File: config.mk
export PLATFORM = sky130hd
export DESIGN_NAME = microcode_sequencer_flat
export DESIGN_NICKNAME = d
export VERILOG_FILES = /design/src/rtl/microcode_sequencer_if.sv /design/src/rtl/microcode_sequencer.sv /design/src/flat_wrapper.sv
export SDC_FILE = /design/constraint.sdc
export NUM_CORES = 1
export LEC_CHECK = 0
export ABC_AREA = 1
export ABC_CLOCK_PERIOD_IN_PS = 1800
export BUFFER_PORTS_ARGS = -buffer_cell sky130_fd_sc_hd__buf_2
export CAP_MARGIN = 20
export CORE_ASPECT_RATIO = 0.7
export CORE_MARGIN = 3
export CORE_UTILIZATION = 36
export CTS_CLUSTER_DIAMETER = 100
export CTS_CLUSTER_SIZE = 25
export DETAILED_ROUTE_END_ITERATION = 8
export HOLD_SLACK_MARGIN = 0.02
export PLACE_DENSITY = 0.84
export SYNTH_ARGS = -nofsm -noshare
export SYNTH_HDL_FRONTEND = slang
export SYNTH_SLANG_ARGS = --single-unit
File: constraint.sdc
create_clock -name i_clk -period 1.8 [get_ports i_clk]
set_clock_uncertainty 0.1 [all_clocks]
set_input_delay 0.36 -clock i_clk [delete_from_list [all_inputs] [get_ports i_clk]]
set_output_delay 0.36 -clock i_clk [all_outputs]
set_load 0.005 [all_outputs]
File: src/rtl/microcode_sequencer_if.sv
// Memory-stage control bus between the microcode sequencer and its environment.
// Carries the opcode/flag inputs, the microcode ROM port and every control strobe.
interface microcode_sequencer_if #(
   parameter int STEP_WIDTH = 4,
   parameter int AUX_WIDTH  = 8
);
   logic [7:0]                  i_instrCode;
   logic [2:0]                  i_flags;
   logic                        i_pause;
   logic [8+STEP_WIDTH-1:0]     o_ucodeAddress;
   logic [16+AUX_WIDTH-1:0]     i_ucodeData;
   logic                        o_ctrlNotPCIncr;
   logic                        o_ctrlNotPCLoad;
   logic                        o_ctrlSpDirection;
   logic                        o_ctrlNotSpEn;
   logic                        o_ctrlInstrNWE;
   logic                        o_ctrlInstrImmNOE;
   logic                        o_ctrlRamNOE;
   logic                        o_ctrlRamNWE;
   logic [AUX_WIDTH-1:0]        o_ctrlAux;
   logic                        o_halted;
   logic [STEP_WIDTH-1:0]       o_step;

   modport master (
      input  i_instrCode, i_flags, i_pause, i_ucodeData,
      output o_ucodeAddress, o_ctrlNotPCIncr, o_ctrlNotPCLoad,
             o_ctrlSpDirection, o_ctrlNotSpEn, o_ctrlInstrNWE,
             o_ctrlInstrImmNOE, o_ctrlRamNOE, o_ctrlRamNWE,
             o_ctrlAux, o_halted, o_step
   );

   modport slave (
      output i_instrCode, i_flags, i_pause, i_ucodeData,
      input  o_ucodeAddress, o_ctrlNotPCIncr, o_ctrlNotPCLoad,
             o_ctrlSpDirection, o_ctrlNotSpEn, o_ctrlInstrNWE,
             o_ctrlInstrImmNOE, o_ctrlRamNOE, o_ctrlRamNWE,
             o_ctrlAux, o_halted, o_step
   );
endinterface

File: src/rtl/microcode_sequencer.sv
// Fetch/execute/halt sequencer stepping per-opcode microcode from an async ROM.
// Decodes each microcode word combinationally onto the memory-stage strobes.
module microcode_sequencer #(
   parameter int STEP_WIDTH = 4,
   parameter int AUX_WIDTH  = 8
) (
   input  logic                  i_clk,
   input  logic                  i_reset,
   microcode_sequencer_if.master bus
);
   typedef enum logic [1:0] {
      FETCH = 2'd0,
      EXEC  = 2'd1,
      HALT  = 2'd2
   } state_t;

   state_t                  state_q, state_d;
   logic [STEP_WIDTH-1:0]   step_q, step_d;
   logic [2:0]              flags_q, flags_d;

   logic [16+AUX_WIDTH-1:0] w;
   logic                    cond_ok;
   logic                    unused_rsvd;

   logic                    pc_incr, not_pc_load, sp_dir, not_sp_en;
   logic                    instr_nwe, imm_noe, ram_noe, ram_nwe;
   logic [AUX_WIDTH-1:0]    aux;

   assign w           = bus.i_ucodeData;
   assign unused_rsvd = ^w[15:13];

   always_ff @(posedge i_clk or negedge i_reset) begin
      if (!i_reset) begin
         state_q <= FETCH;
         step_q  <= '0;
         flags_q <= '0;
      end else begin
         state_q <= state_d;
         step_q  <= step_d;
         flags_q <= flags_d;
      end
   end

   // Flags are {N,Z,C}; cond 00 is unconditional and ignores the invert bit.
   always_comb begin
      cond_ok = 1'b1;
      case (w[8:7])
         2'b01:   cond_ok = flags_q[0] ^ w[9];
         2'b10:   cond_ok = flags_q[1] ^ w[9];
         2'b11:   cond_ok = flags_q[2] ^ w[9];
         default: cond_ok = 1'b1;
      endcase
   end

   always_comb begin
      state_d     = state_q;
      step_d      = step_q;
      flags_d     = flags_q;
      pc_incr     = 1'b0;
      not_pc_load = 1'b1;
      sp_dir      = 1'b0;
      not_sp_en   = 1'b1;
      instr_nwe   = 1'b1;
      imm_noe     = 1'b1;
      ram_noe     = 1'b1;
      ram_nwe     = 1'b1;
      aux         = '0;
      if (!bus.i_pause) begin
         unique case (state_q)
            FETCH: begin
               instr_nwe = 1'b0;
               pc_incr   = 1'b1;
               state_d   = EXEC;
               step_d    = '0;
            end
            EXEC: begin
               pc_incr     = w[0];
               not_pc_load = ~(w[1] & cond_ok);
               not_sp_en   = ~w[2];
               sp_dir      = w[3];
               imm_noe     = ~w[4];
               ram_noe     = ~w[5];
               ram_nwe     = ~w[6];
               aux         = w[16 +: AUX_WIDTH];
               if (w[10])
                  flags_d = bus.i_flags;
               // Halt beats last; a full step counter forces a fetch.
               if (w[12]) begin
                  state_d = HALT;
               end else if (w[11] || (&step_q)) begin
                  state_d = FETCH;
                  step_d  = '0;
               end else begin
                  step_d = step_q + 1'b1;
               end
            end
            HALT: begin
               state_d = HALT;
            end
            default: begin
               state_d = FETCH;
               step_d  = '0;
            end
         endcase
      end
   end

   assign bus.o_ucodeAddress    = {bus.i_instrCode, step_q};
   assign bus.o_step            = step_q;
   assign bus.o_halted          = (state_q == HALT);
   assign bus.o_ctrlNotPCIncr   = pc_incr;
   assign bus.o_ctrlNotPCLoad   = not_pc_load;
   assign bus.o_ctrlSpDirection = sp_dir;
   assign bus.o_ctrlNotSpEn     = not_sp_en;
   assign bus.o_ctrlInstrNWE    = instr_nwe;
   assign bus.o_ctrlInstrImmNOE = imm_noe;
   assign bus.o_ctrlRamNOE      = ram_noe;
   assign bus.o_ctrlRamNWE      = ram_nwe;
   assign bus.o_ctrlAux         = aux;
endmodule

File: src/flat_wrapper.sv
// flat-port wrapper written by rule: the top's interface ports become plain ports
module microcode_sequencer_flat 
#(
   parameter int STEP_WIDTH = 4,
   parameter int AUX_WIDTH  = 8
)
  (i_clk, i_reset, bus_i_instrCode, bus_i_flags, bus_i_pause, bus_i_ucodeData, bus_o_ucodeAddress, bus_o_ctrlNotPCIncr, bus_o_ctrlNotPCLoad, bus_o_ctrlSpDirection, bus_o_ctrlNotSpEn, bus_o_ctrlInstrNWE, bus_o_ctrlInstrImmNOE, bus_o_ctrlRamNOE, bus_o_ctrlRamNWE, bus_o_ctrlAux, bus_o_halted, bus_o_step);
  microcode_sequencer_if #(.STEP_WIDTH(STEP_WIDTH), .AUX_WIDTH(AUX_WIDTH)) bus_i ();
  input  logic i_clk;
  input  logic i_reset;
  input wire logic [$bits(bus_i.i_instrCode)-1:0] bus_i_instrCode;
  input wire logic [$bits(bus_i.i_flags)-1:0] bus_i_flags;
  input wire logic [$bits(bus_i.i_pause)-1:0] bus_i_pause;
  input wire logic [$bits(bus_i.i_ucodeData)-1:0] bus_i_ucodeData;
  output wire logic [$bits(bus_i.o_ucodeAddress)-1:0] bus_o_ucodeAddress;
  output wire logic [$bits(bus_i.o_ctrlNotPCIncr)-1:0] bus_o_ctrlNotPCIncr;
  output wire logic [$bits(bus_i.o_ctrlNotPCLoad)-1:0] bus_o_ctrlNotPCLoad;
  output wire logic [$bits(bus_i.o_ctrlSpDirection)-1:0] bus_o_ctrlSpDirection;
  output wire logic [$bits(bus_i.o_ctrlNotSpEn)-1:0] bus_o_ctrlNotSpEn;
  output wire logic [$bits(bus_i.o_ctrlInstrNWE)-1:0] bus_o_ctrlInstrNWE;
  output wire logic [$bits(bus_i.o_ctrlInstrImmNOE)-1:0] bus_o_ctrlInstrImmNOE;
  output wire logic [$bits(bus_i.o_ctrlRamNOE)-1:0] bus_o_ctrlRamNOE;
  output wire logic [$bits(bus_i.o_ctrlRamNWE)-1:0] bus_o_ctrlRamNWE;
  output wire logic [$bits(bus_i.o_ctrlAux)-1:0] bus_o_ctrlAux;
  output wire logic [$bits(bus_i.o_halted)-1:0] bus_o_halted;
  output wire logic [$bits(bus_i.o_step)-1:0] bus_o_step;
  assign bus_i.i_instrCode = bus_i_instrCode;
  assign bus_i.i_flags = bus_i_flags;
  assign bus_i.i_pause = bus_i_pause;
  assign bus_i.i_ucodeData = bus_i_ucodeData;
  assign bus_o_ucodeAddress = bus_i.o_ucodeAddress;
  assign bus_o_ctrlNotPCIncr = bus_i.o_ctrlNotPCIncr;
  assign bus_o_ctrlNotPCLoad = bus_i.o_ctrlNotPCLoad;
  assign bus_o_ctrlSpDirection = bus_i.o_ctrlSpDirection;
  assign bus_o_ctrlNotSpEn = bus_i.o_ctrlNotSpEn;
  assign bus_o_ctrlInstrNWE = bus_i.o_ctrlInstrNWE;
  assign bus_o_ctrlInstrImmNOE = bus_i.o_ctrlInstrImmNOE;
  assign bus_o_ctrlRamNOE = bus_i.o_ctrlRamNOE;
  assign bus_o_ctrlRamNWE = bus_i.o_ctrlRamNWE;
  assign bus_o_ctrlAux = bus_i.o_ctrlAux;
  assign bus_o_halted = bus_i.o_halted;
  assign bus_o_step = bus_i.o_step;
  microcode_sequencer #(.STEP_WIDTH(STEP_WIDTH), .AUX_WIDTH(AUX_WIDTH)) u_core (.i_clk(i_clk), .i_reset(i_reset), .bus(bus_i));
endmodule
## After elaboration in Yosys (flattened, before gate mapping)

Index checks and enable logic that the tools add are counted.

| cells by class | value |
|---|---|
| $mul | 0 |
| equal/unequal tests | 7 |
| add/sub/neg operators | 1 |
| divide/modulo/power cells | 0 |
| bitwise operators | 11 |
| reduce and logical (&&, ||, !) cells | 6 |
| order comparisons | 0 |
| shift operators | 0 |
| multiplexer cells | 25 |

Operators with widths:

| cell | count |
|---|---|
| 8-bit two-way mux | 2 |
| 1-bit two-way mux | 15 |
| 4-bit two-way mux | 2 |
| 4-bit one-hot mux with 2 select lines | 1 |
| 1-bit NOT | 7 |
| 2-bit == test, second input constant | 3 |
| 2-bit one-hot mux with 3 select lines | 1 |
| 3-bit AND reduction | 2 |
| 4-bit by 1-bit adder with 4-bit output, second input constant | 1 |
| 2-bit by 1-bit == test with 1-bit output, second input constant | 2 |
| 2-bit two-way mux | 2 |
| 4-bit AND reduction | 1 |
| 3-bit by 2-bit != test with 1-bit output, second input constant | 1 |
| 1-bit one-hot mux with 3 select lines | 1 |
| 1-bit XOR | 3 |
| 2-bit zero test | 1 |
| 2-bit != test, second input constant | 1 |
| 1-bit one-hot mux with 2 select lines | 1 |
| 2-bit AND reduction | 1 |
| 1-bit AND | 1 |
| 1-bit logical OR | 1 |

| word-level totals | value |
|---|---|
| bits in writable memories | 0 |
| word-level logic and storage cells | 53 |
| memories kept | 0 |
| bits in latches | 0 |
| bits in read-only memories | 0 |
| output and inout port bits | 33 |
| bits in registers | 9 |

## Depth between registers and ports, before layout

| depth | value |
|---|---|
| depth in word-level cells | 6 |
| depth in mapped cells | 7 |

## Worst setup path after synthesis

OpenSTA, ideal clock, no wires.

| timing path | value |
|---|---|
| kind | input to output |
| start | input bus_i_pause |
| end | output bus_o_ctrlNotPCLoad |
| arrival time | 935 ps |
| path buffers | 1 |
| stages on the path | 7 |
| setup slack | 405 ps |
| cell sequence | inv_1 nand2_2 buf_4 inv_2 nand2_1 nor2_1 nand2_1 |

| on the way | value |
|---|---|
| longest elaborated chain between the ends | 1 |

RTL lines:

| item | RTL line | RTL |
|---|---|---|
| start: declaration | flat_wrapper.sv:13 | `input wire logic [$bits(bus_i.i_pause)-1:0] bus_i_pause;` |
| 1-bit two-way mux | microcode_sequencer.sv:68 | `if (!bus.i_pause) begin` |
| end: declaration | flat_wrapper.sv:17 | `output wire logic [$bits(bus_i.o_ctrlNotPCLoad)-1:0] bus_o_ctrlNotPCLoad;` |

No other way between the ends.

## Final worst setup path

| timing path | value |
|---|---|
| start | register u_core.state_q[1] |
| end | output bus_o_ctrlNotPCLoad |

| on the way | value |
|---|---|
| longest elaborated chain between the ends | 3 |

RTL lines:

| item | RTL line | RTL |
|---|---|---|
| start: declaration | microcode_sequencer.sv:17 | `state_t state_q, state_d;` |
| start signal: assignment | microcode_sequencer.sv:38 | `state_q <= state_d;` |
| 2-bit by 1-bit == test with 1-bit output | microcode_sequencer.sv:69 | `unique case (state_q)` |
| 1-bit two-way mux | microcode_sequencer.sv:69 |  |
| 1-bit two-way mux | microcode_sequencer.sv:68 |  |

No other way between the ends.

==> flow_summary_export.csv <==
group,metric,value,unit
yosys,synth_nets,158,
setup_path,worstPathArrival,1240,ps
global_route,track_usage,0.150,
setup_path,path_cells,"inv_4, nand2_4, inv_4, nand2_1, nor2_1, nand2_1, buf_2",
final_layout,nNetsFinal,207,
yosys,yosys.area.top_type_share,0.300,
flow_run,cap_violations,0,
setup_path,crit_start,"u_core.state_q[1]",
worst_hold_path,hold_start,"bus_i_flags[1]",
yosys,synthMuxAreaShare,0,
yosys,synth_edf_count,0,
sta,fmax,0.590,GHz
sta,hold_viol_final,0,
yosys,yosysWarnings,0,
clock_network,numCtsBuffers,3,
sta,maxSlewViolCount,0,
clock_network,cts.sink_count,9,
setup_path,r2r_start,"u_core.bus.o_step[0]",
place,place_inst,179,
drt,first_pass_iters,4,
setup_path,critPathKind,"flop to output pin",
yosys,synth_area_leaders,"dfrtp_1, nand2_1, buf_4",
global_route,grt_max_degree,12,
final_layout,drive_gt1_frac,0.413,
floorplan,dieArea,2680,sq um
yosys,synthFlopType,"dfrtp_1",
setup_path,cp-end-kind,"output pin",
place,portBuffers,51,
power,vdd_drop_max,472,uV
yosys,synthXorXnorAreaFrac,0.0116,
yosys,synthCells,119,
global_route,antenna_found_initial,0,
clock_network,path_clk_slew,60,ps
global_route,grt_pass1_vias,735,
drt,wl_per_cell,10.7,microns
yosys,async_flop_share,1.00,
yosys,synth_most_common_cell,"nand2_1",
clock_network,cts_tree,"done",
floorplan,core,1920,sq um
yosys,synth-seq-cells,9,
worst_hold_path,min_to,"u_core.flags_q[1]",
drt,drt_wl_total,2020,microns
clock_network,clk_latency,260,ps
sta,rsz0062_at_grt,"no",
power,power.leakage,0.000620,uW
yosys,ys_seq_area_frac,0.300,
drt,drc,0,
clock_network,clk_path_buf_depth,2,
final_layout,fillers,202,
yosys,synth_top_area_cell,"dfrtp_1",
setup_path,slowest_delay,430,ps
floorplan,die_h,44.2,microns
setup_path,timing.rr.end,"u_core.bus.o_step[0]",
floorplan,start_util,0.392,
power,total_power,1120,uW
floorplan,rows,13,
floorplan,die_x,60.6,microns
yosys,synth_cell_types,16,
outcome,outcome,"complete, no violations",
global_route,grt_first_pass_wirelength,2970,microns
sta,max_slew.worst_pin.slew,242,ps
setup_path,r2r_slack,370,ps
drt,viasPerCell,4.77,
floorplan,io_pins,71,
sta,relSlewSlack,0.839,
place,gp_congestion,0.825,
place,hpwlAfterDp,1640,microns
global_route,overflow,0,
yosys,synth_top_family_by_area,"simple AND/OR/NAND/NOR gates",
final_layout,n_antenna_cell,0,
setup_path,crit_required,1340,ps
yosys,synth_common_cells,"nand2_1, buf_4, nand3_1, nor2_1",
clock_network,h-tree-depth,1,
drt,dr_total_vias,902,
yosys,synth-simple-area-share,0.451,
setup_path,slowest_stage,"dfrtp_2",
final_layout,area_growth,36.3,%
yosys,syn_area,752,sq um
sta,setup_viol,0,
sta,fin_setup_tns,0,ps
yosys,synth_compound_area_frac,0.0266,
yosys,syn_avg_cell_area,6.32,sq um
drt,antenna_left,0,
power,power_per_cell_area,1100,nW/um^2
drt,drtIter0Drc,30,
sta,fin_crit_sh,0.942,
final_layout,instances_no_fill,189,
worst_hold_path,hold_depth,3,
sta,fin_crit,1700,ps
clock_network,clockRootBuffer,"clkbuf_4",
yosys,synthAdderAreaFrac,0.0166,
worst_hold_path,hold_path.class,"input pin to flop",
setup_path,worstSetupStartpointType,"flop",
setup_path,reg2reg_depth,6,
setup_path,cp_max_fo,5,
## worst max-delay path, delay by kind of cell (launching register included)
kind | cells | cell delay [ps]
buffers and inverters | 3 | 270
AND/OR/NAND/NOR | 4 | 260
flip-flops | 1 | 430
## cell type report
cell class                 instances  area, sq um  area share
sequential                         9          226       0.221
clock buffer                       4         26.3      0.0256
multi-input combinational         85          392       0.382
tap                               22         27.5      0.0269
timing repair buffer              57          303       0.295
inverter                          12         50.0      0.0488
## registers in the layout (all words and copies together), names as in the netlist
signal / count
u_core.state_q: 2
u_core.flags_q: 3
u_core.bus.o_step: 4
## stage by stage
stage / utilization / hold WS [ps] / area [sq um] / setup WS (ps)
final: 0.534 / 234 / 1020 / 104
after global routing: 0.534 / 253 / 1020 / 6.27
after CTS: 0.516 / 234 / 990 / 34.1
after detailed placement: 0.490 / 121 / 941 / 140
after global placement: 0.490 / 117 / 941 / 202
after floorplan: - / -35.6 / 752 / 405
## cells by family after synthesis
kind of cell    Yosys count
compound gates            4
xor+xnor                  1
fa+ha+maj                 1
buf+inv                  26
flops                     9
simple gates             78
## metal layers
| layer | part of all wire | wire length (microns) | global-route usage | up-vias |
|---|---|---|---|---|
| met4 | 0.0094 | 19 | 0.0390 | 0 |
| met1 | 0.40 | 815 | 0.169 | 401 |
| met2 | 0.50 | 1010 | 0.262 | 42 |
| li1 | - | - | - | 457 |
| met5 | 0 | 0 | 0 | - |
| met3 | 0.085 | 171 | 0.0612 | 2 |
## cell usage in the layout (no fill, tap or decap), types with 2 or more instances in the layout
master / n
nand4_1: 3
dfrtp_1: 8
o21ai_0: 2
nand2_1: 44
nor2_1: 13
buf_2: 51
inv_1: 9
nand2_2: 2
inv_4: 2
nand3_1: 13
nor2_4: 2
clkbuf_4: 3
o21ai_1: 2
buf_4: 5
## timing repair
action,CTS,global route
pin swaps,1,0
buffers inserted,1,3
resized for setup,1,3
endpoints found under the hold margin,9,0
hold buffers,1,0
endpoints found under the setup margin,5,5
gates cloned,0,1
## worst max-delay path by stage
| stage | endpoint | cells past startpoint |
|---|---|---|
| detailed placement | bus_o_ctrlNotSpEn | 6 |
| global route | bus_o_ctrlNotPCLoad | 7 |
| floorplan | bus_o_ctrlNotPCLoad | 7 |
| global placement | bus_o_ctrlNotPCLoad | 8 |
| CTS | bus_o_ctrlNotPCLoad | 7 |
| finish | bus_o_ctrlNotPCLoad | 7 |
## power breakdown
group	switching [uW]	leakage (uW)	internal [uW]
Clock	70.6	0.0000150	85.3
Sequential	62.9	0.000116	273
Combinational	367	0.000489	266
Note: power is estimated with default switching activity, not from simulation.
